### config.mk
export PLATFORM = sky130hd
export DESIGN_NAME = booth_seq_multiplier
export DESIGN_NICKNAME = d
export VERILOG_FILES = /design/src/rtl/booth_seq_multiplier.sv
export SDC_FILE = /design/constraint.sdc
export NUM_CORES = 1
export LEC_CHECK = 0
export ABC_AREA = 1
export BUFFER_PORTS_ARGS = -buffer_cell sky130_fd_sc_hd__clkbuf_2
export CORE_ASPECT_RATIO = 0.5
export CORE_MARGIN = 3
export CORE_UTILIZATION = 59
export CTS_CLUSTER_DIAMETER = 50
export DETAILED_ROUTE_END_ITERATION = 7
export HOLD_SLACK_MARGIN = 0.06
export PLACE_DENSITY = 0.83
export RECOVER_POWER = 25
export SYNTH_ARGS = -nofsm -noshare
export SYNTH_HDL_FRONTEND = slang
export SYNTH_SLANG_ARGS = --single-unit
### constraint.sdc
create_clock -name clk -period 3.5 [get_ports clk]
set_input_delay 0.175 -clock clk [delete_from_list [all_inputs] [get_ports clk]]
set_output_delay 0.175 -clock clk [all_outputs]
set_load 0.005 [all_outputs]
### src/rtl/booth_seq_multiplier.sv
`default_nettype none
// ============================================================================
//  Module      : booth_seq_multiplier
//  Description : Iterative radix-4 Booth multiplier with valid/ready
//                handshakes on the operand and result sides. One product
//                every WIDTH/2+1 RUN cycles; the full 2*WIDTH-bit result is
//                exact for every operand pair.
//  Revision    : 1.0 - initial release
// ----------------------------------------------------------------------------
//  Parameters
//    WIDTH        operand width (even, >= 4)
//  Ports
//    clk          clock, rising edge
//    rst          synchronous reset, active low
//    in_valid     operands X, Y (and signed_mode) valid
//    in_ready     block can accept operands (state IDLE)
//    signed_mode  1: two's complement, 0: unsigned
//                 (only with BOOTH_SEQ_MULT_SIGNED_MODE_EN)
//    X, Y         multiplicand, multiplier
//    out_valid    Z holds a finished product (state DONE)
//    out_ready    consumer accepts Z
//    Z            registered product, 2*WIDTH bits
//    busy         state is not IDLE
//  Build option
//    BOOTH_SEQ_MULT_SIGNED_MODE_EN : adds the runtime signed_mode port.
//    Without it operands are always two's complement.
// ============================================================================
module booth_seq_multiplier #(
    parameter int WIDTH = 32
) (
    input  logic                 clk,
    input  logic                 rst,
    input  logic                 in_valid,
    output logic                 in_ready,
`ifdef BOOTH_SEQ_MULT_SIGNED_MODE_EN
    input  logic                 signed_mode,
`endif
    input  logic [WIDTH-1:0]     X,
    input  logic [WIDTH-1:0]     Y,
    output logic                 out_valid,
    input  logic                 out_ready,
    output logic [2*WIDTH-1:0]   Z,
    output logic                 busy
);

    // Extended operand width and Booth iteration count
    localparam int c_EW    = WIDTH + 2;
    localparam int c_ITERS = WIDTH / 2 + 1;
    localparam int c_CW    = $clog2(c_ITERS + 1);

    typedef enum logic [1:0] {
        S_IDLE = 2'd0,
        S_RUN  = 2'd1,
        S_DONE = 2'd2
    } state_t;

    state_t              r_state;
    state_t              w_state_nxt;

    logic [c_EW-1:0]     r_m;      // extended multiplicand
    logic [c_EW-1:0]     r_acc;    // upper half of the product register
    logic [c_EW:0]       r_q;      // lower half plus the Booth guard bit at [0]
    logic [c_CW-1:0]     r_cnt;

    logic                w_sext;
    logic [c_EW-1:0]     w_x_ext;
    logic [c_EW-1:0]     w_y_ext;
    logic [c_EW+1:0]     w_m_wide;
    logic [c_EW+1:0]     w_acc_wide;
    logic [c_EW+1:0]     w_pp;
    logic [c_EW+1:0]     w_sum;
    logic                w_last;

`ifdef BOOTH_SEQ_MULT_SIGNED_MODE_EN
    assign w_sext = signed_mode;
`else
    assign w_sext = 1'b1;
`endif

    assign w_x_ext = {{2{w_sext & X[WIDTH-1]}}, X};
    assign w_y_ext = {{2{w_sext & Y[WIDTH-1]}}, Y};

    // Two guard bits on the adder: acc + 2M can exceed the W+2-bit range
    // before the shift brings it back.
    assign w_m_wide   = {{2{r_m[c_EW-1]}}, r_m};
    assign w_acc_wide = {{2{r_acc[c_EW-1]}}, r_acc};

    always_comb begin
        w_pp = '0;
        unique case (r_q[2:0])
            3'b001, 3'b010: w_pp = w_m_wide;
            3'b011:         w_pp = {w_m_wide[c_EW:0], 1'b0};
            3'b100:         w_pp = -{w_m_wide[c_EW:0], 1'b0};
            3'b101, 3'b110: w_pp = -w_m_wide;
            default:        w_pp = '0;
        endcase
    end

    assign w_sum  = w_acc_wide + w_pp;
    assign w_last = (r_cnt == c_CW'(c_ITERS - 1));

    // ------------------------------------------------------------------
    // Control state machine
    // ------------------------------------------------------------------
    always_ff @(posedge clk) begin
        if (!rst) begin
            r_state <= S_IDLE;
        end else begin
            r_state <= w_state_nxt;
        end
    end

    always_comb begin
        w_state_nxt = r_state;
        in_ready    = 1'b0;
        out_valid   = 1'b0;
        busy        = 1'b1;
        unique case (r_state)
            S_IDLE: begin
                in_ready = 1'b1;
                busy     = 1'b0;
                if (in_valid) begin
                    w_state_nxt = S_RUN;
                end
            end
            S_RUN: begin
                if (w_last) begin
                    w_state_nxt = S_DONE;
                end
            end
            S_DONE: begin
                out_valid = 1'b1;
                if (out_ready) begin
                    w_state_nxt = S_IDLE;
                end
            end
            default: begin
                w_state_nxt = S_IDLE;
            end
        endcase
    end

    // ------------------------------------------------------------------
    // Datapath: add the Booth digit into the upper half, then shift the
    // whole {acc, q} register right arithmetically by two.
    // ------------------------------------------------------------------
    always_ff @(posedge clk) begin
        if (!rst) begin
            r_m   <= '0;
            r_acc <= '0;
            r_q   <= '0;
            r_cnt <= '0;
            Z     <= '0;
        end else begin
            unique case (r_state)
                S_IDLE: begin
                    if (in_valid) begin
                        r_m   <= w_x_ext;
                        r_q   <= {w_y_ext, 1'b0};
                        r_acc <= '0;
                        r_cnt <= '0;
                    end
                end
                S_RUN: begin
                    r_acc <= w_sum[c_EW+1:2];
                    r_q   <= {w_sum[1:0], r_q[c_EW:2]};
                    r_cnt <= r_cnt + c_CW'(1);
                    // Low 2*WIDTH bits of the post-shift product register
                    if (w_last) begin
                        Z <= {w_sum[WIDTH-1:0], r_q[c_EW:3]};
                    end
                end
                default: begin
                end
            endcase
        end
    end

endmodule
`default_nettype wire
==> results.txt, run 1 <==
Status = complete, no violations
H-tree levels = 4
Synth area leader = dfxtp_1
Largest net degree at the start of global routing = 99
Worst slack at placement = -117 ps
CP bufs+invs = 2
Top-area cell type share of the netlist area = 33.9%
Worst Hold Class = in2reg
Syn-to-layout area delta = 25.8%
Post-DP HPWL = 21.4 mm
Average size of a mapped cell = 6.82 um^2
Root Driver = clkbuf_16
Clock-pin slew on the worst setup and hold paths = 70 ps
Setup Crit Path Kind = reg2reg
Worst hold path stage count = 3
Hold Path Origin = Y[25]
Post-synth cell types = 51
Pwr dens = 430 mW/mm^2
DRC = 0
Vias per cell = 5.87
Seq pwr share = 39.1%
# fillers = 1290
Post-synth top cells = nand2_1, a21oi_1, dfxtp_1, inv_1, nor2_1
Clk Latency, worst-skew pair = 440 ps
PortBufs = 134
CP arrival = 3740 ps
TritonCTS clock tree = done
Core ar. = 0.0166 mm^2
Setup TNS = 0 ps
Main synth FF type = dfxtp_1
PnR worst setup slack = 70.4 ps
Minimum clock period after layout = 3430 ps
Leakage power of the design = 5.53 nW
Die Area = 0.0189 mm^2
RePlAce Congestion = 0.915
Sw Share = 33.9%
I/O Pins = 135
Final net count = 1748
Sequence of cells on the critical path = inv_4 -> ha_4 -> nand2_4 -> nor2_4 -> nand3_4 -> nor2_8 -> nand2_8 -> nor2_8 -> nand2_4 -> nor2_4 -> xor2_1 -> inv_1 -> nand2_1 -> nand3b_1 -> ha_4 -> nand2_4 -> nor2_2 -> nand2_1 -> nor3_1 -> nand2_1 -> nand2_1 -> nand2_1 -> nand3_1 -> a21oi_1
Chip width = 191 um
Via count of the first global-routing pass = 9971
DR WL/cell = 17.0 um
Crit path depth = 24
CP dominant cell by count = nand2_1
Fmax = 292 MHz
Crit. End Element = flop
Overall Global Routing Usage = 31.8%
R2r worst-path depth = 24
First-pass GRT wire length = 48.8 mm
Top post-synthesis cells by area = dfxtp_1, nand2_1, a21oi_1
Final hold slack = 74.2 ps
Max-Cap Viols = 0
Final hold vios = 0
Worst-case clock skew = 13.6 ps
CP max stage cell = dfxtp_4
CP Max Fanout = 4
Max Transition Viols Final = 0
Die H = 98.7 um
Clock sinks = 172
Initial antenna violation count = 0
Slew Limit Headroom = 35.5%
Share of layout cells above drive strength 1 = 21.6%
Setup crit start = r_m[1]
Sequential fraction of the synthesis area = 33.9%
Final period utilization = 98.0%
Largest stage delay, worst path = 360 ps
Peak supply drop = 343 uV
Most frequent cell after synthesis = nand2_1
FF-to-FF Start = r_m[1]
Worst-margin pin slew = 966 ps
Logic pwr share = 24.0%
YS warnings = 0
Post-layout total power = 5.49 mW
Via count = 11000
Syn_nets = 1594
Clock buffer count from CTS = 17
N_diodes = 0
Fraction of registers with async set/reset = 0%
P_int = 3.63 mW
Startpoint Class = flop
Crit path required time = 3810 ps
FP Rows = 33
Syn Inst Count = 1487
Antenna viol nets, final = 0
#FFs+latches synth = 172
Endpoints failing setup = 0
Clock power frac = 36.9%
GRT overflow = 0
Clock buffer depth = 2
Synthesized area = 0.0101 mm^2
RSZ-0062 raised after global routing = true
Initial Util = 61.1%
Crit path max-delay family = simple AND/OR/NAND/NOR gates
Pre-Repair DR Iteration Count = 6
Initial DRC Count = 918
Final WL = 32.0 mm
EDFF count, synth = 0
Sw Pwr = 1.86 mW
layer usage:
layer	wire (um)	share of wire, %	vias to the layer above	track usage, %
met2	14700	46	507	51.4
met1	13800	43	5185	42.7
met5	0	0	-	0
met4	805	2.5	0	9.07
met3	2680	8.4	70	7.53
li1	-	-	5280	-
power by group through the flow:
| stage | clock network (mW) | logic, mW | registers, mW |
|---|---|---|---|
| final | 2.03 | 1.32 | 2.14 |
| after CTS | 2.03 | 1.09 | 2.13 |
| after floorplan | 0 | 0.765 | 2.16 |
| after detailed placement | 0 | 1.04 | 2.18 |
| after global placement | 0 | 1.02 | 2.17 |
| after global routing | 2.10 | 1.43 | 2.15 |
logic make-up (layout without fill, tap and decap cells):
logic type,after synthesis,count (layout),share of synthesized area (%)
simple gates,614,614,26.4
compound gates,387,387,22.4
buf+inv,235,402,8.89
flops,172,172,33.9
xor+xnor,40,40,3.45
fa+ha+maj,39,39,4.88
final cells by class:
class	count	area (um^2)	share of cell area (%)
flip-flops and latches	172	3450	27.0
clock buffers	18	429	3.36
well taps	227	284	2.23
inverters	169	639	5.01
multi-input cells	1080	6530	51.2
clock inverters	14	180	1.41
repair buffers	201	1250	9.77
flip-flops by register name (all words and copies together) (netlist names):
signal,cells
Z,64
r_acc,34
r_cnt,5
r_m,32
r_q,35
r_state,2
layout by cell type, fill, tap and decap left out, drive strengths merged, types with 14 or more instances in the layout:
cell type,count
a21oi,183
buf,39
clkbuf,152
dfxtp,172
dlygate4sd3,28
ha,38
inv,172
nand2,389
nand3,60
nand3b,21
nor2,117
o21ai,90
o21bai,20
o221ai,32
o22ai,14
xor2,35
what timing repair did:
| item | 4_1_cts | 5_1_grt |
|---|---|---|
| setup endpoints to repair | 8 | 43 |
| pin swaps | 2 | 47 |
| setup buffers | 1 | 19 |
| resized for setup | 18 | 168 |
| hold buffers | 28 | 0 |
| endpoints found under the hold margin | 28 | 0 |
tightest hold or removal path: stages:
cell,delay (ps)
clkbuf_2,80
o221ai_1,110
a21oi_1,110
path summary, 6_finish.rpt:
path	to	slack, ps
min reg2reg	Z[7]	460
min	r_q[26]	70
max	r_acc[31]	70
max reg2reg	r_acc[31]	70
stage by stage:
stage | utilization (%) | cells | instance area, um^2
after floorplan | - | 1487 | 10100
after global placement | 66.4 | 1801 | 11000
after detailed placement | 66.4 | 1801 | 11000
after CTS | 72.3 | 1862 | 12000
after global routing | 76.9 | 1881 | 12800
final | 76.9 | 1881 | 12800
(Power assumes the default switching activity.)
==> inputs of run 2 (changes only) <==
--- a/config.mk
+++ b/config.mk
@@ -13,4 +13,5 @@
 export CTS_CLUSTER_DIAMETER = 50
 export DETAILED_ROUTE_END_ITERATION = 7
+export GPL_TIMING_DRIVEN = 1
 export HOLD_SLACK_MARGIN = 0.06
 export PLACE_DENSITY = 0.83
==> constraint.sdc (replaced) <==
create_clock -name clk -period 3.5 [get_ports clk]
set_input_delay 0.525 -clock clk [delete_from_list [all_inputs] [get_ports clk]]
set_output_delay 0.525 -clock clk [all_outputs]
set_load 0.005 [all_outputs]
==> run 2 against run 1 <==
  * Die area unchanged
  * Core utilization shrank 3.4 points
  * Clock skew is 5.5 ps higher
  * Critical path type unchanged
==> results.txt, run 2 (synthesis results as in run 1) <==
CP arrival = 3820 ps (+80 ps)
DP Cell Count = 1800 (-0.056%)
Slew Limit Headroom = 38.3% (+2.8 points)
Met1 usage = 42.1% (-0.67 points)
Max Transition Viols Final = 0 (unchanged)
Clock sinks = 172 (unchanged)
Multi-input gate area = 0.00631 mm^2 (-3.5%)
N_diodes = 0 (unchanged)
First-pass GRT wire length = 48.5 mm (-0.54%)
Final net count = 1717 (-1.8%)
PnR worst setup slack = 60.9 ps (-9.51 ps)
Antenna viol nets, final = 0 (unchanged)
CP bufs+invs = 4 (+2)
Via count = 10700 (-3.3%)
Fin area = 0.0122 mm^2 (-4.4%)
Final WL = 30.7 mm (-4.0%)
DR WL/cell = 16.6 um (-2.4%)
Worst-margin pin slew = 926 ps (-39.9 ps)
CP max stage cell = ha_1
Top reg by flops = Z
Final hold slack = 365 ps (+291 ps)
Status = complete, no violations
CP dominant cell by count = nand2_1
Initial Util = 61.1% (unchanged)
I/O Pins = 135 (unchanged)
Sequence of cells on the critical path = inv_4 -> ha_4 -> nand2_4 -> nor2_4 -> buf_4 -> nand2_1 -> nor2_2 -> xor2_1 -> a21oi_1 -> o21ai_0 -> ha_1 -> nand2_1 -> inv_1 -> nand2_1 -> nand2_1 -> a21oi_2 -> nor2_4 -> nor2_1 -> nand2_1 -> nand2_1 -> nand2_1 -> nand2_1 -> o211ai_1 -> inv_2
Setup Crit Path Kind = reg2reg
Final period utilization = 98.3% (+0.27 points)
Leading cell types in the layout, fill and taps excluded = nand2_1, dfxtp_1, a21oi_1
Initial antenna violation count = 0 (unchanged)
Chip width = 191 um (unchanged)
GRT overflow = 0 (unchanged)
Minimum clock period after layout = 3440 ps (+9.51 ps)
GR Layer Usage met3 = 9.10% (+1.6 points)
Sequential standard cell area = 0.00345 mm^2 (about the same)
Crit path max-delay family = simple AND/OR/NAND/NOR gates
Number of flip-flops in the largest register = 64 (unchanged)
FP Rows = 33 (unchanged)
Root Driver = clkbuf_16
Core ar. = 0.0166 mm^2 (unchanged)
TritonCTS clock tree = done
Most common cell after layout, fill and taps aside = nand2_1
Clock-pin slew on the worst setup and hold paths = 80 ps (about the same)
RePlAce Congestion = 0.926 (+1.2%)
Fmax = 291 MHz (-0.28%)
Via count of the first global-routing pass = 9984 (+0.13%)
Post-DP HPWL = 21.4 mm (-0.38%)
Clk Latency, worst-skew pair = 440 ps (about the same)
Startpoint Class = flop
RSZ-0062 raised after global routing = true
Endpoints failing setup = 0 (unchanged)
CTS hold repair buffers = 0 (-100%)
Dpl cell area = 0.0110 mm^2 (-0.18%)
Die Area = 0.0189 mm^2 (unchanged)
Overall Global Routing Usage = 31.5% (-0.33 points)
Clock buffer depth = 2 (unchanged)
Syn-to-layout area delta = 20.3%
PortBufs = 134 (unchanged)
Peak supply drop = 373 uV (+8.7%)
Initial DRC Count = 890 (-3.1%)
H-tree levels = 4 (unchanged)
Vias per cell = 5.77 (-1.6%)
Max-Cap Viols = 0 (unchanged)
Crit. End Element = flop
Die H = 98.7 um (unchanged)
# fillers = 1367 (+6.0%)
Met2 Resource Use GR = 49.6% (-1.8 points)
Clock buffer count from CTS = 17 (unchanged)
Crit path required time = 3880 ps (+70 ps)
Largest stage delay, worst path = 390 ps (+30 ps)
Share of layout cells above drive strength 1 = 19.5% (-2.2 points)
Leakage power of the design = 5.28 nW (-4.4%)
Fin cells = 1850 (-1.6%)
Grt peak-use layer = met2
Final hold vios = 0 (unchanged)
Worst slack at placement = -210 ps (-93.1 ps)
DRC = 0 (unchanged)
Pwr dens = 434 mW/mm^2 (+0.98%)
Worst-case clock skew = 19.1 ps (+5.45 ps)
Largest net degree at the start of global routing = 99 (unchanged)
CP Max Fanout = 4 (unchanged)
Pre-Repair DR Iteration Count = 5 (-1)
Worst Hold Class = in2reg
Biggest regs = Z x64, r_q x35, r_acc x34
Fin util = 73.5% (-3.4 points)
==> run 2: changes by cell type in the layout (fill, tap and decap cells not counted), moves of 8 or more <==
| cell | delta |
|---|---|
| nand2_1 | +10 |
| dlygate4sd3_1 | -28 |
| nor2_1 | +9 |
| a21oi_1 | +8 |
==> run 2: layer usage <==
metal	routed length [um]	up-vias
met5	0	-
met1	13700	5034
met2	13900	400
li1	-	5201
met4	646	0
met3	2420	48
==> run 2: what timing repair did <==
action	in CTS	in global routing
pin swaps	2	32
setup buffers	2	16
setup endpoints to repair	6	40
gates resized for setup	13	122
endpoints found under the hold margin	0	0
cloned	0	0
==> run 2: power by group <==
group	switching (mW)	internal (mW)	total, mW
Sequential	0.0854	2.05	2.14
Clock	0.970	0.967	1.94
Combinational	0.785	0.436	1.22
Total	1.84	3.46	5.30
==> run 2: stage by stage <==
step | power [mW] | setup TNS [ps]
3_3_place_gp | 3.20 | -243
3_5_place_dp | 3.22 | -372
5_1_grt | 5.52 | -606
6_report | 5.30 | 0
4_1_cts | 5.16 | -73.9
2_1_floorplan | 2.92 | 0
==> run 2: worst paths after layout <==
check / cells past startpoint / from / to / slack [ps]
worst min-delay path: 3 / X[17] / r_m[17] / 360
worst max-delay path: 24 / r_m[1] / Z[63] / 60
worst max register to register: 24 / r_m[1] / Z[63] / 60
worst min register to register: 2 / Z[7] / Z[7] / 460
==> run 2: worst reg2reg max path, cell delays in order (launching register included) <==
cell,delay (ps)
dfxtp_2,340
inv_4,80
ha_4,150
nand2_4,50
nor2_4,130
buf_4,130
nand2_1,110
nor2_2,200
xor2_1,120
a21oi_1,190
o21ai_0,160
ha_1,390
nand2_1,190
inv_1,60
nand2_1,60
nand2_1,90
a21oi_2,270
nor2_4,60
nor2_1,160
nand2_1,80
nand2_1,80
nand2_1,60
nand2_1,50
o211ai_1,100
inv_2,80
==> run 2: area by class of cell <==
type                       count  share of cell area, %
inverter                     169                   5.24
tap                          227                   2.33
clock inverter                14                   1.41
sequential                   172                   28.2
clock buffer                  18                   3.52
multi-input combinational   1080                   51.7
timing repair buffer         170                   7.59
==> inputs of run 3 (changes only) <==
CORE_ASPECT_RATIO = 1.25   (was 0.5)
==> run 3 against run 2 <==
  * Core utilization down 0.13 points
  * Sequential share of layout area is 0.36 points lower
  * Critical path depth increased by 1
  * Die area fell by 0.45%
  * Fmax decreased by 1.2%
  * Final cell count is essentially flat
==> results.txt, run 3 (synthesis results as in run 1) <==
Status = complete, no violations
H-tree levels = 4 (unchanged)
First-pass GRT wire length = 48.3 mm (-0.54%)
Setup Crit Path Kind = reg2reg
Reg2Reg Setup Slack = 20 ps (-40 ps)
Final period utilization = 99.5% (+1.2 points)
Max-Cap Viols = 0 (unchanged)
Peak supply drop = 349 uV (-6.4%)
Multi-input gate area = 0.00641 mm^2 (+1.6%)
Die H = 153 um (+55%)
Crit path required time = 3850 ps (-30 ps)
Overall Global Routing Usage = 31.6% (+0.075 points)
P_int = 3.49 mW (+0.89%)
Vias per cell = 5.86 (+1.4%)
Clock power frac = 36.3% (-0.3 points)
Die Area = 0.0188 mm^2 (-0.45%)
Met1 usage = 36.0% (-6.1 points)
Antenna viol nets, final = 0 (unchanged)
Number of flip-flops in the largest register = 64 (unchanged)
Startpoint Class = flop
CTS hold repair buffers = 0 (unchanged)
CP arrival = 3830 ps (about the same)
FP Rows = 53 (+61%)
PortBufs = 134 (unchanged)
Top reg by flops = Z
Clock buffer depth = 2 (unchanged)
Via count = 10800 (+1.4%)
Slew Limit Headroom = 35.7% (-2.5 points)
Max Transition Viols Final = 0 (unchanged)
Final hold slack = 357 ps (-8.38 ps)
Met2 Resource Use GR = 55.4% (+5.8 points)
Largest net degree at the start of global routing = 99 (unchanged)
# fillers = 1414 (+3.4%)
Root Driver = clkbuf_16
Clock-pin slew on the worst setup and hold paths = 70 ps (about the same)
Post-DP HPWL = 21.8 mm (+2.3%)
Crit path max-delay family = simple AND/OR/NAND/NOR gates
RSZ-0062 raised after global routing = true
Final net count = 1723 (+0.35%)
CP bufs+invs = 4 (unchanged)
Initial antenna violation count = 0 (unchanged)
Fmax = 287 MHz (-1.2%)
Via count of the first global-routing pass = 10100 (+1.3%)
GR Layer Usage met3 = 5.01% (-4.1 points)
Initial Util = 60.2% (-0.89 points)
Share of layout cells above drive strength 1 = 20.9% (+1.4 points)
GRT overflow = 0 (unchanged)
I/O Pins = 135 (unchanged)
CP dominant cell by count = nand2_1
Seq pwr share = 40.0% (-0.4 points)
Sequential standard cell area = 0.00345 mm^2 (unchanged)
Chip width = 123 um (-36%)
Final WL = 31.0 mm (+1.0%)
Most common cell after layout, fill and taps aside = nand2_1
DP Cell Count = 1799 (-0.056%)
Sw Share = 34.9% (+0.21 points)
Endpoints failing setup = 0 (unchanged)
Sw Pwr = 1.87 mW (+1.8%)
Worst-case clock skew = 10.9 ps (-8.21 ps)
Clock sinks = 172 (unchanged)
Minimum clock period after layout = 3480 ps (+42.6 ps)
Leakage power of the design = 5.33 nW (+0.90%)
Biggest regs = Z x64, r_q x35, r_acc x34
Initial DRC Count = 855 (-3.9%)
TritonCTS clock tree = done
Leading cell types in the layout, fill and taps excluded = nand2_1, dfxtp_1, a21oi_1
Final hold vios = 0 (unchanged)
Worst-margin pin slew = 962 ps (+36.4 ps)
CP Max Fanout = 5 (+1)
CP max stage cell = ha_4
Worst Hold Class = in2reg
RePlAce Congestion = 0.978 (+5.7%)
DRC = 0 (unchanged)
N_diodes = 0 (unchanged)
Logic pwr share = 23.7% (+0.7 points)
Grt peak-use layer = met2
Pwr dens = 434 mW/mm^2 (about the same)
DR WL/cell = 16.8 um (+1.1%)
Setup TNS = 0 ps (unchanged)
Core ar. = 0.0168 mm^2 (+1.5%)
Clock buffer count from CTS = 17 (unchanged)
Crit. End Element = flop
Syn-to-layout area delta = 21.8%
Largest stage delay, worst path = 380 ps (about the same)
Pre-Repair DR Iteration Count = 6 (+1)
Clk Latency, worst-skew pair = 450 ps (about the same)
Fin util = 73.4% (-0.13 points)
Fin cells = 1849 (-0.054%)
[run 3: layout make-up]
cell class | count | share of cell area, %
clock buffer | 17 | 3.44
clock inverter | 15 | 1.58
inverter | 169 | 5.15
multi-input combinational | 1080 | 51.8
sequential | 172 | 27.9
tap | 220 | 2.23
timing repair buffer | 176 | 7.89
[run 3: path summary, 6_finish.rpt]
| path | startpoint | end | cells past startpoint |
|---|---|---|---|
| worst min register to register | Z[32] | Z[32] | 2 |
| worst min-delay path | X[6] | r_m[6] | 3 |
| worst max-delay path | r_m[1] | Z[58] | 25 |
| worst max register to register | r_m[1] | Z[58] | 25 |
[run 3: what timing repair did]
item / CTS / global route
pin swaps: 0 / 50
setup buffers: 0 / 18
endpoints found under the hold margin: 0 / 0
endpoints found under the setup margin: 5 / 48
gates resized for setup: 5 / 148
[run 3: tightest hold or removal path: stages]
cell,delay [ps]
clkbuf_2,70
o21ai_0,70
a21oi_1,100
[run 3: through the flow]
stage	power, mW	cell area, um^2	setup slack (ps)
finish	5.36	12400	18.3
global route	5.58	12400	-113
CTS	5.17	11700	2.45
detailed placement	3.25	11000	-24.1
global placement	3.23	11000	59.1
floorplan	2.92	10100	510
[run 3: per-layer routing]
metal	wire length, um	vias up	share of wire [%]
met2	16000	453	51
met4	1760	0	5.7
li1	-	5217	-
met3	1690	120	5.4
met1	11600	5039	37
met5	0	-	0
[run 3: power groups by stage]
stage	logic, mW	clock network (mW)	registers (mW)
2_1_floorplan	0.765	0	2.16
3_3_place_gp	1.05	0	2.18
3_5_place_dp	1.07	0	2.18
4_1_cts	1.08	1.95	2.14
5_1_grt	1.39	2.03	2.15
6_report	1.27	1.94	2.14
